<file path="src/rtl/chip8_loader.sv">
// Receive-side program loader: parses SYNC/LEN/payload/CSUM frames from the UART
// byte stream, writes the payload into program memory and holds the CPU meanwhile.
module chip8_loader #(
    parameter int unsigned ADDR_WIDTH     = 12,
    parameter int unsigned DATA_WIDTH     = 8,
    parameter int unsigned BASE_ADDR      = 512,
    parameter logic [7:0]  SYNC_BYTE      = 8'hC8,
    parameter int unsigned TIMEOUT_CYCLES = 1200000
) (
    input  logic                  clk,
    input  logic                  rst_n,
    input  logic [7:0]            rx_i,
    input  logic                  rx_i_v,
    output logic                  mem_we,
    output logic [ADDR_WIDTH-1:0] mem_waddr,
    output logic [DATA_WIDTH-1:0] mem_d,
    output logic                  cpu_hold,
    output logic                  busy,
    output logic                  load_done,
    output logic                  load_err,
    output logic [1:0]            err_code
);

    localparam int unsigned MAX_LEN = (1 << ADDR_WIDTH) - BASE_ADDR;
    localparam int unsigned TW      = $clog2(TIMEOUT_CYCLES + 1);
    // Loaded with TIMEOUT_CYCLES-1 and expiring at 1, so load_err lands exactly
    // TIMEOUT_CYCLES cycles after the last accepted byte.
    localparam logic [TW-1:0] TIMER_RELOAD = TW'(TIMEOUT_CYCLES - 1);

    localparam logic [1:0] ERR_NONE    = 2'd0;
    localparam logic [1:0] ERR_LEN     = 2'd1;
    localparam logic [1:0] ERR_CSUM    = 2'd2;
    localparam logic [1:0] ERR_TIMEOUT = 2'd3;

    generate
        if (DATA_WIDTH != 8) begin : g_bad_data_width
            $error("chip8_loader: DATA_WIDTH must be 8");
        end
        if (BASE_ADDR >= (1 << ADDR_WIDTH)) begin : g_bad_base_addr
            $error("chip8_loader: BASE_ADDR outside the address space");
        end
    endgenerate

    typedef enum logic [2:0] {
        ST_IDLE,
        ST_LEN_H,
        ST_LEN_L,
        ST_DATA,
        ST_CSUM
    } state_t;

    state_t                  state_reg, state_next;
    logic [7:0]              len_hi_reg, len_hi_next;
    logic [15:0]             len_reg, len_next;
    logic [15:0]             index_reg, index_next;
    logic [7:0]              csum_reg, csum_next;
    logic [TW-1:0]           timer_reg, timer_next;
    logic                    mem_we_reg, mem_we_next;
    logic [ADDR_WIDTH-1:0]   mem_waddr_reg, mem_waddr_next;
    logic [DATA_WIDTH-1:0]   mem_d_reg, mem_d_next;
    logic                    cpu_hold_reg, cpu_hold_next;
    logic                    load_done_reg, load_done_next;
    logic                    load_err_reg, load_err_next;
    logic [1:0]              err_code_reg, err_code_next;

    logic [15:0]             len_full;
    logic                    len_bad;

    assign len_full = {len_hi_reg, rx_i};
    assign len_bad  = (len_full == 16'd0) || (32'(len_full) > MAX_LEN);

    always_ff @(posedge clk or negedge rst_n) begin
        if (!rst_n) begin
            state_reg     <= ST_IDLE;
            len_hi_reg    <= '0;
            len_reg       <= '0;
            index_reg     <= '0;
            csum_reg      <= '0;
            timer_reg     <= '0;
            mem_we_reg    <= 1'b0;
            mem_waddr_reg <= ADDR_WIDTH'(BASE_ADDR);
            mem_d_reg     <= '0;
            cpu_hold_reg  <= 1'b0;
            load_done_reg <= 1'b0;
            load_err_reg  <= 1'b0;
            err_code_reg  <= ERR_NONE;
        end else begin
            state_reg     <= state_next;
            len_hi_reg    <= len_hi_next;
            len_reg       <= len_next;
            index_reg     <= index_next;
            csum_reg      <= csum_next;
            timer_reg     <= timer_next;
            mem_we_reg    <= mem_we_next;
            mem_waddr_reg <= mem_waddr_next;
            mem_d_reg     <= mem_d_next;
            cpu_hold_reg  <= cpu_hold_next;
            load_done_reg <= load_done_next;
            load_err_reg  <= load_err_next;
            err_code_reg  <= err_code_next;
        end
    end

    always_comb begin
        state_next     = state_reg;
        len_hi_next    = len_hi_reg;
        len_next       = len_reg;
        index_next     = index_reg;
        csum_next      = csum_reg;
        timer_next     = timer_reg;
        mem_we_next    = 1'b0;
        mem_waddr_next = mem_waddr_reg;
        mem_d_next     = mem_d_reg;
        cpu_hold_next  = cpu_hold_reg;
        load_done_next = 1'b0;
        load_err_next  = 1'b0;
        err_code_next  = err_code_reg;

        if (rx_i_v) begin
            // An accepted byte always restarts the inter-byte timer, even on the expiry cycle.
            timer_next = TIMER_RELOAD;
            case (state_reg)
                ST_IDLE: begin
                    if (rx_i == SYNC_BYTE) begin
                        state_next    = ST_LEN_H;
                        cpu_hold_next = 1'b1;
                        err_code_next = ERR_NONE;
                    end
                end
                ST_LEN_H: begin
                    len_hi_next = rx_i;
                    state_next  = ST_LEN_L;
                end
                ST_LEN_L: begin
                    if (len_bad) begin
                        load_err_next = 1'b1;
                        err_code_next = ERR_LEN;
                        state_next    = ST_IDLE;
                    end else begin
                        len_next   = len_full;
                        index_next = '0;
                        csum_next  = '0;
                        state_next = ST_DATA;
                    end
                end
                ST_DATA: begin
                    mem_we_next    = 1'b1;
                    mem_waddr_next = ADDR_WIDTH'(BASE_ADDR + 32'(index_reg));
                    mem_d_next     = DATA_WIDTH'(rx_i);
                    csum_next      = csum_reg + rx_i;
                    index_next     = index_reg + 16'd1;
                    if (index_reg + 16'd1 == len_reg) begin
                        state_next = ST_CSUM;
                    end
                end
                ST_CSUM: begin
                    if (rx_i == csum_reg) begin
                        load_done_next = 1'b1;
                        cpu_hold_next  = 1'b0;
                    end else begin
                        load_err_next = 1'b1;
                        err_code_next = ERR_CSUM;
                    end
                    state_next = ST_IDLE;
                end
                default: begin
                    state_next = ST_IDLE;
                end
            endcase
        end else if (state_reg != ST_IDLE) begin
            if (timer_reg <= TW'(1)) begin
                load_err_next = 1'b1;
                err_code_next = ERR_TIMEOUT;
                state_next    = ST_IDLE;
            end else begin
                timer_next = timer_reg - TW'(1);
            end
        end
    end

    assign mem_we    = mem_we_reg;
    assign mem_waddr = mem_waddr_reg;
    assign mem_d     = mem_d_reg;
    assign cpu_hold  = cpu_hold_reg;
    assign busy      = (state_reg != ST_IDLE);
    assign load_done = load_done_reg;
    assign load_err  = load_err_reg;
    assign err_code  = err_code_reg;

endmodule
</file>
<file path="config.mk">
export PLATFORM = sky130hd
export DESIGN_NAME = chip8_loader
export DESIGN_NICKNAME = d
export VERILOG_FILES = /design/src/rtl/chip8_loader.sv
export SDC_FILE = /design/constraint.sdc
export NUM_CORES = 1
export LEC_CHECK = 0
export BUFFER_PORTS_ARGS = -buffer_cell sky130_fd_sc_hd__buf_4
export CORE_ASPECT_RATIO = 0.5
export CORE_MARGIN = 1
export CORE_UTILIZATION = 30
export DETAILED_ROUTE_END_ITERATION = 10
export GPL_ROUTABILITY_DRIVEN = 0
export PLACE_DENSITY = 0.53
export SLEW_MARGIN = 20
export SYNTH_ARGS = -nofsm -noshare
export SYNTH_HDL_FRONTEND = slang
export SYNTH_SLANG_ARGS = --single-unit
</file>
<file path="constraint.sdc">
create_clock -name clk -period 4.8 [get_ports clk]
set_clock_uncertainty 0.2 [all_clocks]
set_input_delay 0.48 -clock clk [delete_from_list [all_inputs] [get_ports clk]]
set_output_delay 0.48 -clock clk [all_outputs]
set_load 0.1 [all_outputs]
</file>
==> results.md, run 1 <==
* Crit path largest cell delay at 0.55 ns
* Worst-Margin Slew at 0.910 ns
* Setup TNS at 0 ns
* Cell Area, Placed at 5480 um^2
* Layout cells sized above 1 at 0.159
* Area grow syn2layout at 15.1%
* Leak Pwr at 0.00251 uW
* Clk slew on worst S/H paths at 0.07 ns
* Status: completed
* RR Endpoint: state_reg[0]
* First-pass GRT wire length at 20100 um
* Final period util at 0.640
* Worst-skew pair later-pin latency at 0.35 ns
* Fmax at 0.326 GHz
* Max clock buf depth at 2
* Number of port buffers at 37
* Slew margin rel. at 0.393
* Worst-path cell chain: ha_1, nand3_1, nor4_4, xnor2_1, nor4_1, nand4b_1, o21ai_0, a31oi_1
* # nets final at 573
* TritonCTS buffer count at 9
* Vias at 3726
* Final setup fails at 0
* Slowest-stage cell, CP: nor4_4
* Critical-path maximum fanout at 8
* Critical Path Source Type: flip-flop
* CP Capture Point: state_reg[0]
* Die Area at 17200 um^2
* Post-synth ARST share at 1.00
* Cell Pwr Density at 568 nW/um^2
* GRT Residual Overflow at 0
* CTS tree: done
* Ports at 38
* Critical path data required time at 4.78 ns
* Syn Inst Count at 523
* CP top delay family: simple AND/OR/NAND/NOR gates
* Switching Fraction at 0.442
* Synthesized cell area at 5000 um^2
* Critical Path AT at 3.05 ns
* Internal power at 1830 uW
* Clk Tree Root Cell: clkbuf_16
* Register area share after synthesis at 0.490
* Synth Flop Type: dfrtp_1
* Hold Crit Class: in -> async
* FF-to-FF Start: index_reg[0]
* Setup crit end kind: flip-flop
* DRC Markers at 0
* Die height at 93.3 um
* WS Path Type: reg -> reg
* Vias in the first global route at 3699
* Per-cell routed wire length at 15.3 um
* Sequential power share at 0.370
* Maximum number of pins on one net before global-route repair at 68
* ANT cells at 0
* Max reg flops at 21
* CP Depth at 8
* Fin. max-slew vios at 0
* Worst VDD drop at 0.000227 V
* Drt total wl at 11900 um
* Worst Setup SP: index_reg[0]
* RSZ-0062 raised after global routing: false
* Initial Utilization at 0.316
* Yosys top cell area share at 0.485
* List of most frequent post-synthesis cells: nand2_1, dfrtp_1, o21ai_0
* Postcts setup bufs at 0
* Final instance area at 5760 um^2
* Register bit total from synthesis at 98
* Logic pwr share at 0.419
* Fill cells at 1651
* Pre-antenna DRT Iters at 4
* EDFF count, synth at 0
* Reg2reg path depth at 8
* Top-count cell post-synth: nand2_1
* Core area at 15900 um^2
* Post-CTS sizing at 0
* NetSw at 1450 uW
* Clock sink count at 98
* Initial antenna violation count at 0
* Max Cap Viol at 0
* Syn_nets at 546
* Chip width at 185 um
* DR iter-0 viols at 215
* Vias/cell at 4.80
* Hold-fix buffers, CTS at 0
* Htree depth at 3
* Bufs and invs on worst path at 0
* Final Hold Fails at 0
* Row cnt at 32
* Yosys warning count at 0
* Tot GR Track Use at 0.151
* Detail Route Antenna Nets at 0
* R2r setup slk at 1.73 ns
* Mean post-synth cell area at 9.57 um^2
* Post-synth top area cell: dfrtp_1
* Power share of the clock group at 0.212
* Hpwl dp at 8000 um
* Main area contributors after synthesis: dfrtp_1, nand2_1, mux2_2
* Final Critical Period at 3.07 ns
* Synth unique cells at 55
==> worst min path at each step <==
stage                  from      endpoint  slack (ns)  cells past startpoint
2_1_floorplan         rst_n      cpu_hold       -0.02                      0
3_5_place_dp   mem_waddr[8]  mem_waddr[8]        0.27                      2
3_3_place_gp       mem_d[5]      mem_d[5]        0.26                      2
4_1_cts               rst_n  mem_waddr[6]        0.08                      1
5_1_grt               rst_n  mem_waddr[7]        0.11                      1
6_report              rst_n  mem_waddr[7]        0.01                      1
==> per-layer routing <==
| layer | wire, um | vias up | global-route usage |
|---|---|---|---|
| met5 | 0 | - | 0 |
| met4 | 109 | 0 | 0.0351 |
| met3 | 348 | 9 | 0.0323 |
| met2 | 4970 | 36 | 0.221 |
| met1 | 6420 | 1822 | 0.224 |
| li1 | - | 1859 | - |
==> stage by stage <==
stage / total power (uW) / std cells / setup slack, ns / utilization / hold slack (ns)
3_5_place_dp: 2600 / 760 / 1.43 / 0.346 / 0.268
3_3_place_gp: 2590 / 760 / 1.47 / 0.346 / 0.260
2_1_floorplan: 2250 / 523 / 1.86 / - / -0.0156
4_1_cts: 3300 / 776 / 1.72 / 0.363 / 0.0831
5_1_grt: 3470 / 776 / 1.36 / 0.363 / 0.109
6_report: 3270 / 776 / 1.73 / 0.363 / 0.00959
==> layout by cell type (no fill, tap or decap), types with 4 or more instances in the layout <==
cell       count
nand3_1       14
and2_1         6
nand3b_1       4
xnor2_1       23
a21oi_1        9
nor2_1        36
mux2_2        22
buf_4         41
nand2b_1       6
nand4_1        7
o21ai_0       46
a31oi_1        7
ha_1          11
nor4_1         8
clkbuf_16      9
inv_1          6
nor3_1        12
xor2_1        21
dfrtp_1       97
or3_1          4
nand2_1      104
a21o_1         5
==> worst register-to-register path, cell delays in order (launching register included) <==
cell      delay [ns]
dfrtp_1         0.44
ha_1            0.29
nand3_1         0.29
nor4_4          0.55
xnor2_1         0.14
nor4_1          0.41
nand4b_1        0.19
o21ai_0         0.27
a31oi_1         0.12
==> cells by family (layout without fill, tap and decap cells) <==
family                     count (synthesis)  count (layout)  synth area share
AOI/OAI and AO/OA                         91              91             0.111
xor gates and xnor gates                  44              44            0.0770
adders and majority gates                 13              13            0.0335
buffers and inverters                     33              65            0.0275
DFF                                       98              98             0.490
muxes                                     23              23            0.0515
and+or+nand+nor                          221             221             0.210
==> cell type report <==
type	instances	area [um^2]	share of cell area
clock buffers	10	239	0.0415
clock inverters	6	41.3	0.00717
inverters	8	30.0	0.00521
multi-input cells	392	2410	0.419
flip-flops and latches	98	2450	0.426
well taps	221	277	0.0480
repair buffers	41	308	0.0534
==> power by group through the flow <==
stage | clock network (uW) | registers, uW | logic (uW)
2_1_floorplan | 0 | 1610 | 636
3_3_place_gp | 0 | 1220 | 1370
3_5_place_dp | 0 | 1220 | 1370
4_1_cts | 712 | 1210 | 1380
5_1_grt | 745 | 1240 | 1490
6_report | 693 | 1210 | 1370
No activity file was read; power rests on OpenSTA's default activity.
==> inputs of run 2 (changes only) <==
==> constraint.sdc (replaced) <==
create_clock -name clk -period 2.9 [get_ports clk]
set_clock_uncertainty 0.2 [all_clocks]
set_input_delay 0.29 -clock clk [delete_from_list [all_inputs] [get_ports clk]]
set_output_delay 0.29 -clock clk [all_outputs]
set_load 0.1 [all_outputs]
==> run 2 against run 1 <==
Against the previous run: first-iteration DRC count is 20% higher; routed wire length up 1.7%; clock-buffer cell count down 1; core utilization rose by 1.6 points; cell count increased by 3.0%; sequential cell count is the same; critical path depth grew 1; worst hold slack better by 0.0023 ns; cell area up 4.4%; clock power increased by 82%; global-route usage about the same; sequential share of layout area down 1.8 points.
==> results.md, run 2 (same netlist as run 1, synthesis figures left out) <==
* Slowest-stage cell, CP: dlygate4sd3_1
* CTS tree: done
* Vias/cell at 4.84 (+0.82%)
* Fmax at 0.354 GHz
* Final Critical Period at 2.82 ns
* Per-cell routed wire length at 15.1 um (-1.2%)
* Switching Fraction at 0.435 (-0.00696)
* Worst-skew pair later-pin latency at 0.35 ns (about the same)
* Critical Path Source Type: primary input
* Initial antenna violation count at 0 (unchanged)
* Clock sink count at 98 (unchanged)
* Most frequent cells in the layout: nand2_1, dfrtp_1, buf_4
* Critical-path maximum fanout at 5 (-3)
* Most common cell after layout, fill and taps aside: nand2_1
* Drt total wl at 12100 um (+1.7%)
* Logic pwr share at 0.418 (about the same)
* Area grow syn2layout at 20.2%
* Max reg flops at 21 (unchanged)
* RSZ-0062 raised after global routing: false
* Max clock buf depth at 2 (unchanged)
* ANT cells at 0 (unchanged)
* Critical path data required time at 2.93 ns (-1.85 ns)
* Die Area at 17200 um^2 (unchanged)
* Hpwl dp at 8320 um (+4.0%)
* DRC Markers at 0 (unchanged)
* Fin. max-slew vios at 0 (unchanged)
* DR WL met2 at 5180 um (+4.0%)
* Place WS at 0.141 ns (-1.29 ns)
* Top sig layer: met4
* Vias at 3868 (+3.8%)
* Worst-Margin Slew at 0.635 ns (-0.275 ns)
* Final core occ at 0.379 (+0.0159)
* Crit path largest cell delay at 0.54 ns (about the same)
* Status: completed
* Ports at 38 (unchanged)
* Post-route setup slack at 0.0782 ns (-1.65 ns)
* Tot GR Track Use at 0.150 (-0.000342)
* Number of port buffers at 37 (unchanged)
* Row cnt at 32 (unchanged)
* Critical Path AT at 2.85 ns (-0.20 ns)
* Met1 WL at 6370 um (-0.76%)
* Cell Pwr Density at 929 nW/um^2 (+64%)
* Worst VDD drop at 0.000463 V (+100%)
* Final period util at 0.973
* Final Hold Fails at 0 (unchanged)
* Chip width at 185 um (unchanged)
* WS Path Type: in -> reg
* GRT Residual Overflow at 0 (unchanged)
* Layout cells sized above 1 at 0.190 (+0.0318)
* Power share of the clock group at 0.226 (+0.014)
* Pre-antenna DRT Iters at 6 (+2)
* Clk Tree Root Cell: clkbuf_16
* Slew margin rel. at 0.577 (+0.184)
* PnR Total Power at 5580 uW (+71%)
* Max Cap Viol at 0 (unchanged)
* Initial Utilization at 0.316 (unchanged)
* Vias in the first global route at 3814 (+3.1%)
* CP top delay family: simple AND/OR/NAND/NOR gates
* Final setup fails at 0 (unchanged)
* Die height at 93.3 um (unchanged)
* Bufs and invs on worst path at 2 (+2)
* Detail Route Antenna Nets at 0 (unchanged)
* Setup crit end kind: flip-flop
* TritonCTS buffer count at 9 (unchanged)
* Core area at 15900 um^2 (unchanged)
* # nets final at 596 (+4.0%)
* Maximum number of pins on one net before global-route repair at 53 (-22%)
* Leak Pwr at 0.00265 uW (+5.5%)
* NetSw at 2430 uW (+68%)
* First-pass GRT wire length at 20000 um (-0.21%)
* DR iter-0 viols at 257 (+20%)
* Sequential power share at 0.355 (-0.015)
* Worst-path cell chain: dlygate4sd3_1, buf_4, or4_1, nor3_2, mux2i_1, nand3_1, or3_4, a21boi_2, mux2_2
* Hold Crit Class: in -> reg
* WL met3 at 396 um (+14%)
* Clk slew on worst S/H paths at 0.07 ns (about the same)
* Setup TNS at 0 ns (unchanged)
* Htree depth at 3 (unchanged)
* Internal power at 3160 uW (+73%)
-- run 2: through the flow --
stage | hold slack (ns) | instance area [um^2] | cells
detailed placement | 0.162 | 5640 | 778
floorplan | -0.206 | 5010 | 523
global placement | 0.153 | 5640 | 778
global route | 0.0239 | 6010 | 799
CTS | 0.000179 | 5990 | 798
finish | 0.0119 | 6010 | 799
-- run 2: cell type report --
cell class,count,area [um^2]
Multi-Input combinational cell,392,2430
Clock inverter,7,83.8
Tap cell,221,277
Sequential cell,98,2450
Timing Repair Buffer,64,515
Inverter,8,30.0
Clock buffer,9,225
Fill cell,1626,9840
-- run 2: worst paths after layout --
check | from | to | slack, ns | cells past startpoint
max | rx_i[5] | err_code[1] | 0.08 | 9
min | rx_i[3] | mem_d[3] | 0.01 | 3
max reg2reg | index_reg[1] | state_reg[0] | 0.24 | 8
min reg2reg | mem_d[3] | mem_d[3] | 0.28 | 2
max in group asynchronous | rst_n | state_reg[0] | 1.49 | 3
min in group asynchronous | rst_n | mem_waddr[6] | 0.30 | 2
-- run 2: worst reg2reg max path, stage by stage, from the launching register on --
cell and delay, ns:
dfrtp_1 0.40, ha_1 0.19, nand3_1 0.22, nor4_4 0.39, xnor2_1 0.12, nor4_1 0.39
nand4b_1 0.22, o21ai_0 0.28, a31oi_1 0.12
-- run 2: power by group through the flow --
stage               logic (uW)  registers, uW  clock network, uW
detailed placement        2330           2010                  0
floorplan                 1050           2670                  0
finish                    2340           1980               1260
CTS                       2340           1990               1300
global placement          2310           2000                  0
global route              2520           2040               1340
-- run 2: repair_timing --
| item | in CTS | in global routing |
|---|---|---|
| hold buffers | 4 | 0 |
| gates resized for setup | 0 | 5 |
| hold endpoints to repair | 48 | 0 |
| endpoints found under the setup margin | 0 | 20 |
| setup buffers | 0 | 1 |
-- run 2: layer usage --
metal,GRT usage,vias to the layer above
met5,0,-
met1,0.219,1894
met4,0.0420,0
met2,0.226,53
met3,0.0280,11
li1,-,1910
==> inputs of run 3 (changes only) <==
--- a/config.mk
+++ b/config.mk
@@ -6,12 +6,14 @@
 export NUM_CORES = 1
 export LEC_CHECK = 0
 export BUFFER_PORTS_ARGS = -buffer_cell sky130_fd_sc_hd__buf_4
+export CELL_PAD_IN_SITES_DETAIL_PLACEMENT = 0
+export CELL_PAD_IN_SITES_GLOBAL_PLACEMENT = 2
 export CORE_ASPECT_RATIO = 0.5
 export CORE_MARGIN = 1
 export CORE_UTILIZATION = 30
 export DETAILED_ROUTE_END_ITERATION = 10
 export GPL_ROUTABILITY_DRIVEN = 0
-export PLACE_DENSITY = 0.53
+export PLACE_DENSITY = 0.72
 export SLEW_MARGIN = 20
 export SYNTH_ARGS = -nofsm -noshare
 export SYNTH_HDL_FRONTEND = slang
==> run 3 against run 2 <==
Against the previous run: first-iteration DRC count decreased by 14%; clock-buffer cell count stayed put; via count shrank 1.2%; cell area is 0.81% higher; fmax rose by 0.98%; sequential share of layout area fell by 0.33 points; highest routed layer unchanged.
==> results.md, run 3 (same netlist as run 1, synthesis figures left out) <==
* CP top delay family: simple AND/OR/NAND/NOR gates
* Status: completed
* DRC Markers at 0 (unchanged)
* Hpwl dp at 8550 um (+2.8%)
* Area grow syn2layout at 21.2%
* Initial antenna violation count at 0 (unchanged)
* Worst-skew pair later-pin latency at 0.36 ns (about the same)
* NetSw at 2450 uW (+0.88%)
* Fin cells at 804 (+0.63%)
* Maximum number of pins on one net before global-route repair at 48 (-9.4%)
* Worst VDD drop at 0.000597 V (+29%)
* Crit path largest cell delay at 0.54 ns (about the same)
* Most frequent cells in the layout: nand2_1, dfrtp_1, buf_4
* Critical path data required time at 2.94 ns (about the same)
* Number of port buffers at 37 (unchanged)
* Vias in the first global route at 3842 (+0.73%)
* Core area at 15900 um^2 (unchanged)
* TritonCTS buffer count at 9 (unchanged)
* Detail Route Antenna Nets at 0 (unchanged)
* Sequential power share at 0.358 (+0.003)
* Ports at 38 (unchanged)
* RSZ-0062 raised after global routing: false
* Final Hold Fails at 0 (unchanged)
* Internal power at 3080 uW (-2.3%)
* Max clock buf depth at 2 (unchanged)
* Per-cell routed wire length at 15.3 um (+1.6%)
* Initial Utilization at 0.316 (unchanged)
* Max Cap Viol at 0 (unchanged)
* Slowest-stage cell, CP: dlygate4sd3_1
* Critical Path Source Type: primary input
* Pre-antenna DRT Iters at 4 (-2)
* Postcts setup bufs at 0 (unchanged)
* Die Area at 17200 um^2 (unchanged)
* Cells after DPL at 784 (+0.77%)
* Chip width at 185 um (unchanged)
* Critical Path AT at 2.83 ns (-0.02 ns)
* ANT cells at 0 (unchanged)
* WS Path Type: in -> reg
* Htree depth at 3 (unchanged)
* Fin. max-slew vios at 0 (unchanged)
* Power share of the clock group at 0.224 (-0.002)
* Drt total wl at 12300 um (+2.3%)
* Vias/cell at 4.75 (-1.8%)
* Slew margin rel. at 0.642 (+0.0649)
* Fmax at 0.358 GHz (+0.98%)
* Final period util at 0.964 (-0.00947)
* Die height at 93.3 um (unchanged)
* Worst-Margin Slew at 0.534 ns (-0.101 ns)
* Clock sink count at 98 (unchanged)
* Leak Pwr at 0.00269 uW (+1.4%)
* Max reg flops at 21 (unchanged)
* Cell Pwr Density at 913 nW/um^2 (-1.7%)
* Setup crit end kind: flip-flop
* Row cnt at 32 (unchanged)
* Most common cell after layout, fill and taps aside: nand2_1
* CTS tree: done
* Logic pwr share at 0.419 (about the same)
* GRT Residual Overflow at 0 (unchanged)
* Final core occ at 0.382 (+0.00308)
* Critical-path maximum fanout at 18 (+13)
* Bufs and invs on worst path at 3 (+1)
* Setup TNS at 0 ns (unchanged)
* Layout cells sized above 1 at 0.196 (+0.00523)
* Clk slew on worst S/H paths at 0.08 ns (about the same)
* DR iter-0 viols at 220 (-14%)
* First-pass GRT wire length at 20800 um (+3.9%)
* Clk Tree Root Cell: clkbuf_16
* Hold WS at 0.0208 ns (+0.00891 ns)
* Worst-path cell chain: dlygate4sd3_1, buf_4, or4_1, nor3_2, mux2i_1, nand3_1, or3_4, buf_12, mux2_2
* Switching Fraction at 0.443 (+0.00791)
* Final setup fails at 0 (unchanged)
* # nets final at 601 (+0.84%)
* Final Critical Period at 2.79 ns (-0.0275 ns)
* Tot GR Track Use at 0.158 (+0.00822)
* Vias at 3822 (-1.2%)
* Hold Crit Class: in -> reg
==> run 3: stage by stage <==
step | setup WS, ns | instance area (um^2) | total power, uW
after global routing | 0.0105 | 6060 | 5880
after CTS | 0.0143 | 6050 | 5590
final | 0.106 | 6060 | 5530
after global placement | 0.148 | 5710 | 4320
after floorplan | 0.223 | 5010 | 3730
after detailed placement | 0.108 | 5710 | 4330
==> run 3: what timing repair did <==
item                                   in CTS  in global routing
hold buffers                                4                  0
gates resized for setup                     0                  2
endpoints found under the hold margin      35                  0
setup endpoints to repair                   0                 15
==> run 3: routing by layer <==
metal / part of all wire / vias to the layer above / global-route usage
li1: - / 1928 / -
met1: 0.55 / 1834 / 0.241
met2: 0.41 / 47 / 0.222
met3: 0.029 / 13 / 0.0350
met4: 0.011 / 0 / 0.0406
met5: 0 / - / 0
==> run 3: final cells by class <==
| class | count | area [um^2] |
|---|---|---|
| Fill cell | 1645 | 9790 |
| Inverter | 8 | 30.0 |
| Sequential cell | 98 | 2450 |
| Clock inverter | 7 | 76.3 |
| Tap cell | 221 | 277 |
| Timing Repair Buffer | 69 | 578 |
| Clock buffer | 9 | 225 |
| Multi-Input combinational cell | 392 | 2420 |
==> run 3: final timing paths <==
path / slack [ns] / from / cells past startpoint / end
setup / recovery: 0.11 / rx_i[5] / 9 / len_reg[2]
hold / removal: 0.02 / rx_i[4] / 2 / len_reg[4]
setup reg to reg: 0.23 / index_reg[10] / 9 / state_reg[0]
hold reg to reg: 0.28 / mem_waddr[9] / 2 / mem_waddr[9]
max in group asynchronous: 1.49 / rst_n / 3 / timer_reg[15]
min in group asynchronous: 0.23 / rst_n / 2 / mem_waddr[8]
==> run 3: power groups by stage <==
| stage | Sequential (uW) | Clock (uW) | Combinational [uW] |
|---|---|---|---|
| 2_1_floorplan | 2670 | 0 | 1050 |
| 3_3_place_gp | 2010 | 0 | 2320 |
| 3_5_place_dp | 2010 | 0 | 2320 |
| 4_1_cts | 1980 | 1270 | 2330 |
| 5_1_grt | 2040 | 1330 | 2510 |
| 6_report | 1980 | 1240 | 2320 |
